<file path="src/rtl/sha1_pkg.sv">
// sha1_pkg: shared definitions for the SHA-1 stream core.
//   - round constants K0..K3 and the standard initial chaining value
//   - rotl(): 32-bit rotate left
//   - k_sel() / f_sel(): round constant and boolean function chosen by round number
//   - state_e: controller states of sha1_stream_core
package sha1_pkg;

  typedef enum logic [1:0] {
    StIdle,
    StRound,
    StFinal
  } state_e;

  localparam logic [31:0] K0 = 32'h5A827999;
  localparam logic [31:0] K1 = 32'h6ED9EBA1;
  localparam logic [31:0] K2 = 32'h8F1BBCDC;
  localparam logic [31:0] K3 = 32'hCA62C1D6;

  localparam logic [159:0] StdIv = {32'h67452301, 32'hEFCDAB89, 32'h98BADCFE,
                                    32'h10325476, 32'hC3D2E1F0};

  function automatic logic [31:0] rotl(input logic [31:0] x, input int unsigned n);
    rotl = (x << n) | (x >> (32 - n));
  endfunction

  function automatic logic [31:0] k_sel(input logic [6:0] t);
    if (t < 7'd20) begin
      k_sel = K0;
    end else if (t < 7'd40) begin
      k_sel = K1;
    end else if (t < 7'd60) begin
      k_sel = K2;
    end else begin
      k_sel = K3;
    end
  endfunction

  function automatic logic [31:0] f_sel(input logic [6:0]  t,
                                        input logic [31:0] b,
                                        input logic [31:0] c,
                                        input logic [31:0] d);
    if (t < 7'd20) begin
      f_sel = (b & c) | (~b & d);
    end else if (t < 7'd40) begin
      f_sel = b ^ c ^ d;
    end else if (t < 7'd60) begin
      f_sel = (b & c) | (b & d) | (c & d);
    end else begin
      f_sel = b ^ c ^ d;
    end
  endfunction

endpackage

</file>
<file path="src/rtl/sha1_round.sv">
// sha1_round: one combinational SHA-1 round.
// Ports:
//   a_i..e_i : working variables entering the round
//   w_i      : schedule word W[t]
//   t_i      : round number 0..79 (selects f and K)
//   a_o..e_o : working variables after the round
module sha1_round
  import sha1_pkg::*;
(
  input  logic [31:0] a_i,
  input  logic [31:0] b_i,
  input  logic [31:0] c_i,
  input  logic [31:0] d_i,
  input  logic [31:0] e_i,
  input  logic [31:0] w_i,
  input  logic [6:0]  t_i,
  output logic [31:0] a_o,
  output logic [31:0] b_o,
  output logic [31:0] c_o,
  output logic [31:0] d_o,
  output logic [31:0] e_o
);

  logic [31:0] temp;

  assign temp = rotl(a_i, 5) + f_sel(t_i, b_i, c_i, d_i) + e_i + k_sel(t_i) + w_i;

  assign a_o = temp;
  assign b_o = a_i;
  assign c_o = rotl(b_i, 30);
  assign d_o = c_i;
  assign e_o = d_i;

endmodule

</file>
<file path="src/rtl/sha1_stream_core.sv">
// sha1_stream_core: multi-block SHA-1 compression engine with chaining across blocks.
// Accepts pre-padded 512-bit blocks over a valid/ready handshake and evaluates
// ROUNDS_PER_CYCLE rounds per clock (legal: 1, 2, 4, 5).
// Ports:
//   CLK, RST            : clock, synchronous active-high reset
//   IN_VALID/IN_READY   : block handshake
//   IN_FIRST, IN_LAST   : message start (load IV) / message end (publish digest)
//   BLOCK_IN            : padded block, W[0] in [511:480]
//   IV_IN               : initial chaining value, only with SHA1_IV_LOAD_EN defined
//   BUSY                : block in flight
//   DONE                : one-cycle pulse, DIGEST_OUT newly valid
//   DIGEST_OUT          : {H0..H4}, held until the next DONE
// Build option: SHA1_IV_LOAD_EN adds IV_IN; IN_FIRST then loads H from IV_IN instead
// of the standard IV.
module sha1_stream_core
  import sha1_pkg::*;
#(
  parameter int unsigned ROUNDS_PER_CYCLE = 1
) (
  input  logic         CLK,
  input  logic         RST,
  input  logic         IN_VALID,
  output logic         IN_READY,
  input  logic         IN_FIRST,
  input  logic         IN_LAST,
  input  logic [511:0] BLOCK_IN,
`ifdef SHA1_IV_LOAD_EN
  input  logic [159:0] IV_IN,
`endif
  output logic         BUSY,
  output logic         DONE,
  output logic [159:0] DIGEST_OUT
);

  localparam int unsigned R     = ROUNDS_PER_CYCLE;
  localparam logic [6:0]  RStep = 7'(ROUNDS_PER_CYCLE);

  if (!(R == 1 || R == 2 || R == 4 || R == 5)) begin : gen_bad_rounds
    $error("sha1_stream_core: ROUNDS_PER_CYCLE must be 1, 2, 4 or 5");
  end

  state_e      state_q;
  logic [6:0]  t_q;
  logic [31:0] w_q [16];
  logic [31:0] h_q [5];
  logic [31:0] a_q, b_q, c_q, d_q, e_q;
  logic        last_q;
  logic        ready_q;
  logic        busy_q;
  logic        done_q;
  logic [159:0] digest_q;

  // Chaining value selected at the accept edge.
  logic [159:0] iv_bus;
  logic [31:0]  h_sel [5];

`ifdef SHA1_IV_LOAD_EN
  assign iv_bus = IV_IN;
`else
  assign iv_bus = StdIv;
`endif

  always_comb begin
    for (int i = 0; i < 5; i++) begin
      h_sel[i] = IN_FIRST ? iv_bus[159-32*i -: 32] : h_q[i];
    end
  end

  // Message schedule window: w_q[0] is W[t]. The extension holds the R words
  // that enter the window this cycle; later ones may depend on earlier ones.
  logic [31:0] w_ext [16+R];
  logic [31:0] w_d   [16];

  always_comb begin
    for (int i = 0; i < 16; i++) begin
      w_ext[i] = w_q[i];
    end
    for (int j = 0; j < int'(R); j++) begin
      w_ext[16+j] = rotl(w_ext[13+j] ^ w_ext[8+j] ^ w_ext[2+j] ^ w_ext[j], 1);
    end
    for (int i = 0; i < 16; i++) begin
      w_d[i] = w_ext[i+R];
    end
  end

  // Chain of R rounds; stage g applies round t_q + g.
  logic [31:0] ca [R+1];
  logic [31:0] cb [R+1];
  logic [31:0] cc [R+1];
  logic [31:0] cd [R+1];
  logic [31:0] ce [R+1];

  assign ca[0] = a_q;
  assign cb[0] = b_q;
  assign cc[0] = c_q;
  assign cd[0] = d_q;
  assign ce[0] = e_q;

  for (genvar g = 0; g < int'(R); g++) begin : gen_round
    sha1_round u_round (
      .a_i (ca[g]),
      .b_i (cb[g]),
      .c_i (cc[g]),
      .d_i (cd[g]),
      .e_i (ce[g]),
      .w_i (w_q[g]),
      .t_i (t_q + 7'(g)),
      .a_o (ca[g+1]),
      .b_o (cb[g+1]),
      .c_o (cc[g+1]),
      .d_o (cd[g+1]),
      .e_o (ce[g+1])
    );
  end

  // Feed-forward sums for the FINAL update.
  logic [31:0]  h_sum [5];
  logic [159:0] h_sum_bus;

  always_comb begin
    h_sum[0]  = h_q[0] + a_q;
    h_sum[1]  = h_q[1] + b_q;
    h_sum[2]  = h_q[2] + c_q;
    h_sum[3]  = h_q[3] + d_q;
    h_sum[4]  = h_q[4] + e_q;
    h_sum_bus = {h_sum[0], h_sum[1], h_sum[2], h_sum[3], h_sum[4]};
  end

  always_ff @(posedge CLK) begin
    if (RST) begin
      state_q  <= StIdle;
      t_q      <= 7'd0;
      last_q   <= 1'b0;
      ready_q  <= 1'b0;
      busy_q   <= 1'b0;
      done_q   <= 1'b0;
      digest_q <= 160'd0;
      for (int i = 0; i < 5; i++) begin
        h_q[i] <= StdIv[159-32*i -: 32];
      end
    end else begin
      done_q <= 1'b0;
      unique case (state_q)
        StIdle: begin
          ready_q <= 1'b1;
          if (IN_VALID && ready_q) begin
            for (int i = 0; i < 16; i++) begin
              w_q[i] <= BLOCK_IN[511-32*i -: 32];
            end
            for (int i = 0; i < 5; i++) begin
              h_q[i] <= h_sel[i];
            end
            a_q     <= h_sel[0];
            b_q     <= h_sel[1];
            c_q     <= h_sel[2];
            d_q     <= h_sel[3];
            e_q     <= h_sel[4];
            last_q  <= IN_LAST;
            t_q     <= 7'd0;
            ready_q <= 1'b0;
            busy_q  <= 1'b1;
            state_q <= StRound;
          end
        end
        StRound: begin
          for (int i = 0; i < 16; i++) begin
            w_q[i] <= w_d[i];
          end
          a_q <= ca[R];
          b_q <= cb[R];
          c_q <= cc[R];
          d_q <= cd[R];
          e_q <= ce[R];
          t_q <= t_q + RStep;
          if (t_q + RStep == 7'd80) begin
            state_q <= StFinal;
          end
        end
        StFinal: begin
          for (int i = 0; i < 5; i++) begin
            h_q[i] <= h_sum[i];
          end
          if (last_q) begin
            digest_q <= h_sum_bus;
            done_q   <= 1'b1;
          end
          busy_q  <= 1'b0;
          ready_q <= 1'b1;
          state_q <= StIdle;
        end
        default: state_q <= StIdle;
      endcase
    end
  end

  assign IN_READY   = ready_q;
  assign BUSY       = busy_q;
  assign DONE       = done_q;
  assign DIGEST_OUT = digest_q;

endmodule

</file>
<file path="config.mk">
export PLATFORM = sky130hd
export DESIGN_NAME = sha1_stream_core
export DESIGN_NICKNAME = d
export VERILOG_FILES = /design/src/rtl/sha1_pkg.sv /design/src/rtl/sha1_round.sv /design/src/rtl/sha1_stream_core.sv
export SDC_FILE = /design/constraint.sdc
export NUM_CORES = 2
export LEC_CHECK = 0
export CORE_ASPECT_RATIO = 0.9
export CORE_MARGIN = 1.5
export CORE_UTILIZATION = 45
export DETAILED_ROUTE_END_ITERATION = 8
export PLACE_DENSITY = 0.67
export SETUP_SLACK_MARGIN = 0.3
export SYNTH_ARGS = -nofsm -noshare
export SYNTH_HDL_FRONTEND = slang
export SYNTH_SLANG_ARGS = --single-unit
</file>
<file path="constraint.sdc">
create_clock -name CLK -period 41.3 [get_ports CLK]
set_input_delay 8.26 -clock CLK [delete_from_list [all_inputs] [get_ports CLK]]
set_output_delay 8.26 -clock CLK [all_outputs]
set_load 0.01 [all_outputs]
</file>
==> Yosys cells after proc, flatten, opt, wreduce, memory -nomap -nowiden <==
Memory sizes are Yosys's and may differ from the RTL's.
Cells that the tools add are included.
{ "word_totals": {"memories": 2, "word_cells": 156, "ram_bits": 672, "romBits": 0, "inputBits": 517, "latch_bits": 0, "out_inout_bits": 163, "ff_bits": 333} }
{ "mem_list": {"columns": ["memory", "depth", "width", "rd", "rd_ports_with_merged_regs", "wr", "line_no", "source"], "rows": [
  ["w_q", 16, 32, 16, 0, 16, "sha1_stream_core.sv:44", "logic [31:0] w_q [16];"],
  ["h_q", 5, 32, 5, 0, 5, "sha1_stream_core.sv:45", "logic [31:0] h_q [5];"]
]} }
{ "op_classes": {"n_bitwise": 44, "n_shift": 0, "n_lt_le_gt_ge": 3, "reduce_logical": 11, "n_mux": 69, "eq_ne": 5, "div": 0, "n_addsub": 10, "n_mul": 0} }
{ "ops": {"columns": ["operator", "count"], "rows": [
  ["2-to-1 mux 32 bit", 41],
  ["one-hot mux 32 bit (2 select lines)", 5],
  ["adder 32 bit", 9],
  ["bitwise XOR 32 bit", 5],
  ["AND 32 bit", 4],
  ["bitwise OR 32 bit", 3],
  ["NOT 32 bit", 1],
  ["bitwise OR 32 x 1 -> 32 bit", 1],
  ["bitwise OR 32 x 30 -> 32 bit", 1],
  ["bitwise OR 32 x 5 -> 32 bit", 1],
  ["2-to-1 mux 31 bit", 1],
  ["bitwise OR 1 bit", 26],
  ["2-to-1 mux 1 bit", 15],
  ["less-than comparator 7 x 6 -> 1 bit (second input constant)", 2],
  ["one-hot mux 7 bit (2 select lines)", 1],
  ["AND reduction 2 bit", 5],
  ["adder 7 x 1 -> 7 bit (second input constant)", 1],
  ["== test 7 bit (second input constant)", 1],
  ["less-than comparator 7 x 5 -> 1 bit (second input constant)", 1],
  ["2-to-1 mux 7 bit", 1],
  ["2-to-1 mux 2 bit", 2],
  ["!= test 2 bit (second input constant)", 2],
  ["one-hot mux 1 bit (2 select lines)", 2],
  ["one-hot mux 2 bit (2 select lines)", 1],
  ["other kinds (8)", 10]
]} }

==> Longest topological paths before layout <==
{ "depth": {"word_depth": 11, "mapped_depth": 26, "mapped_depth_nobuf": 24} }

==> Hierarchy <==
From an unflattened synthesis, not the netlist that was laid out.
{ "unflattened": {"hier_cells": 5335, "hier_area_um2": 56420.4} }
{ "by_module_without_submodules": {"columns": ["mod", "area_each_um2", "cells_per_inst", "seq_area_each_um2", "instances"], "rows": [
  ["sha1_stream_core", 49723.9, 4544, 28447.3, 1],
  ["sha1_round", 6696.4, 791, 0.0, 1]
]} }

==> Worst setup path after synthesis <==
OpenSTA, ideal clock, no wires.
{ "synth_timing": {"path_kind": "input port to flip-flop", "from": "input port IN_VALID", "to": "memory w_q[0][0] (enable)", "path_slack_ns": 9.973, "setup_ns": 1.400, "path_stages": 4, "required_ns": 39.900, "path_buffers": 1, "arrival_time_ns": 29.927, "path_cell_list": "a21oi_1 or2_2 clkbuf_1 nor2_1"} }
{ "synth_rtl": {"columns": ["item", "line_no", "source"], "rows": [
  ["start, declared", "sha1_stream_core.sv:22", "input logic IN_VALID,"],
  ["end, declared", "sha1_stream_core.sv:44", null]
]} }

==> run metrics <==
Yosys top cell area share 45.8%; cts hold-fix bufs 0; ys flop type edfxtp_1; register area 28400 µm²; RSZ-0062 raised after global routing false; Post-DP Area 62800 µm²; CORE AREA 120000 µm²; failing checks DRC; fraction of layout cells with a size suffix above 1 9.76%; Max Fclk 81.0 MHz; gr usage total 28.9%; Hold WC Path Type register to register; Crit Path Category input pin to register; syn avg cell area 10.7 µm²; Sink Count 1005; Final Max Slew Viols 0; Clk pwr share 36.6%; Fillers 10.5k; number of synthesized flops with an enable pin 832; Die Ht 333 µm; TritonCTS buffer count 107; Gate power share 18.9%; Core Rows 120; vias in the first global route 40.2k; Yosys reg bits 1005; CP arrival 12.82 ns; Distinct cells, synth 75; final wirelength 182000 µm; post-cts resize count 0; first-pass GRT wire length 265000 µm; Post-synth ARST share 0%; Pint 0.00192 W; design area 66400 µm²; drt drc 34; effective utilization at floorplan 45.6%; Slew HR 8.88%; post-DP HPWL 134000 µm; CTS tree done; Multi-input gate area 24300 µm²; sequential share of power 44.5%; drt first pass iters 9; Max Cap Viol 0; outcome complete, but fails checks; Setup Skew 0.0494 ns; Root Buffer clkbuf_16; mapped cell area 54500 µm²; antenna violation net count after detailed routing 0; Worst-Margin Slew 1.37 ns; Port Buffers 679; Syn Nets 5926; synth cell count leaders nand2_1 (896), edfxtp_1 (832), nor2_1 (408); Final Cycle Share 29.9%; Final min period 12.35 ns; Nets 6512; Setup-failing EPs final 0; I/O pin count 680; WP data required 41.77 ns; Pleak 24.2 nW; Setup Fix Bufs, Post-CTS 0; First DRT Iteration DRCs 4829; sw frac 28.5%; Ys Warns 0; gr ovfl total 0; die area 123000 µm²; area delta synth->final 21.8%; pwr dens 40.4 nW/µm²; Fin Setup TNS 0 ns; top post-synthesis cells by area edfxtp_1 (46%), mux2_2 (6.9%), dfxtp_1 (6.4%); later-pin clock latency in the skew report 0.76 ns; width of the die 370 µm; Seq/Total Area, Yosys 52.2%; RePlAce Congestion 0.954; initial antenna violation count 46; peak supply drop 0.0000363 V; switching pwr 0.000763 W; count leader, synth nand2_1; CTS H-tree depth 3; via/cell ratio 5.68; CTS max path bufs 3; Setup crit start kind input pin; clock slew at reported path FFs 0.06 ns; endpoint type of the worst setup path register; WL/cell 24.7 µm; vias 41.9k; area leader, netlist edfxtp_1; largest net degree at the start of global routing 189; final hold vios 0; Worst Path Max Fanout 98; post-synthesis cell count 5090
[per-stage QoR]
| step | total power (W) | instances | hold slack (ns) | worst slack [ns] | utilization, % |
|---|---|---|---|---|---|
| floorplan | 0.00156 | 5090 | 0.446 | 9.97 | - |
| global placement | 0.00171 | 7153 | 0.439 | 28.28 | 52.5 |
| detailed placement | 0.00171 | 7153 | 0.447 | 28.22 | 52.5 |
| CTS | 0.00269 | 7354 | 0.455 | 29.03 | 55.5 |
| global route | 0.00278 | 7364 | 0.466 | 28.77 | 55.5 |
| finish | 0.00268 | 7373 | 0.453 | 28.95 | 55.5 |
[power groups by stage]
| stage | clock, W | sequential [W] | combinational (W) |
|---|---|---|---|
| 4_1_cts | 0.000992 | 0.00119 | 0.000503 |
| 2_1_floorplan | 0 | 0.00122 | 0.000334 |
| 3_5_place_dp | 0 | 0.00121 | 0.000499 |
| 5_1_grt | 0.00103 | 0.00120 | 0.000556 |
| 3_3_place_gp | 0 | 0.00121 | 0.000494 |
| 6_report | 0.000981 | 0.00119 | 0.000507 |
[cell usage in the layout (no fill, tap or decap), drive strengths merged, types with 24 or more instances in the layout]
| cell | instances |
|---|---|
| nand2 | 896 |
| edfxtp | 832 |
| clkdlybuf4s50 | 677 |
| nor2 | 408 |
| a21oi | 367 |
| mux2 | 332 |
| inv | 260 |
| o21ai | 259 |
| xnor2 | 196 |
| ha | 194 |
| dfxtp | 173 |
| clkbuf | 142 |
| fa | 125 |
| nand3 | 82 |
| o22ai | 79 |
| xor2 | 74 |
| a21o | 71 |
| nor3 | 54 |
| clkinv | 47 |
| buf | 42 |
| a211oi | 31 |
| a31oi | 29 |
| nor2b | 26 |
| or3 | 25 |
| nand2b | 25 |
| o21bai | 24 |
[routing by layer]
metal / GRT usage (%) / vias up / wire length, µm
met4: 10.3 / 44 / 6540
met5: 0 / - / 306
met2: 46.2 / 1866 / 85400
met1: 37.4 / 20300 / 71900
met3: 8.20 / 349 / 17700
li1: - / 19300 / -
[registers in the layout, summed over array words and instances, names as in the netlist]
name / count
BUSY: 1
DIGEST_OUT: 160
DONE: 1
IN_READY: 1
a_q: 32
b_q: 32
c_q: 32
d_q: 32
e_q: 32
h_q: 160
last_q: 1
state_q: 2
t_q: 7
w_q: 512
[cell type report]
| type | instances | area share, % |
|---|---|---|
| Antenna cell | 19 | 0.0716 |
| Inverter | 255 | 1.44 |
| Timing Repair Buffer | 719 | 10.8 |
| Clock buffer | 142 | 4.48 |
| Multi-Input combinational cell | 3588 | 36.6 |
| Sequential cell | 1005 | 42.8 |
| Tap cell | 1586 | 2.99 |
| Clock inverter | 59 | 0.829 |
[critical path, cell delays in order]
cell	delay [ns]
clkdlybuf4s50_1	0.50
nand2_1	0.10
or3_1	0.50
nor2_4	0.76
buf_4	0.69
buf_4	0.71
buf_4	0.91
o21ai_0	0.23
[cells by family (layout without fill, tap and decap cells)]
group                      Yosys count  after routing  synth area share, %
xor gates and xnor gates           270            270                 4.34
buffers and inverters              497           1175                 3.43
other                                0             19                    0
AOI/OAI and AO/OA                 1028           1028                 11.4
and+or+nand+nor                   1616           1616                 12.4
muxes                              355            355                 7.28
adders and majority gates          319            319                 9.04
DFF                               1005           1005                 52.2
[worst paths after layout]
path | startpoint | end | slack [ns] | cells after the start
min | DIGEST_OUT[112] | DIGEST_OUT[112] | 0.45 | 2
max reg2reg | t_q[4] | a_q[30] | 33.24 | 22
min reg2reg | DIGEST_OUT[112] | DIGEST_OUT[112] | 0.45 | 2
max | IN_VALID | w_q[0][496] | 28.95 | 8
(Power assumes the default switching activity.)
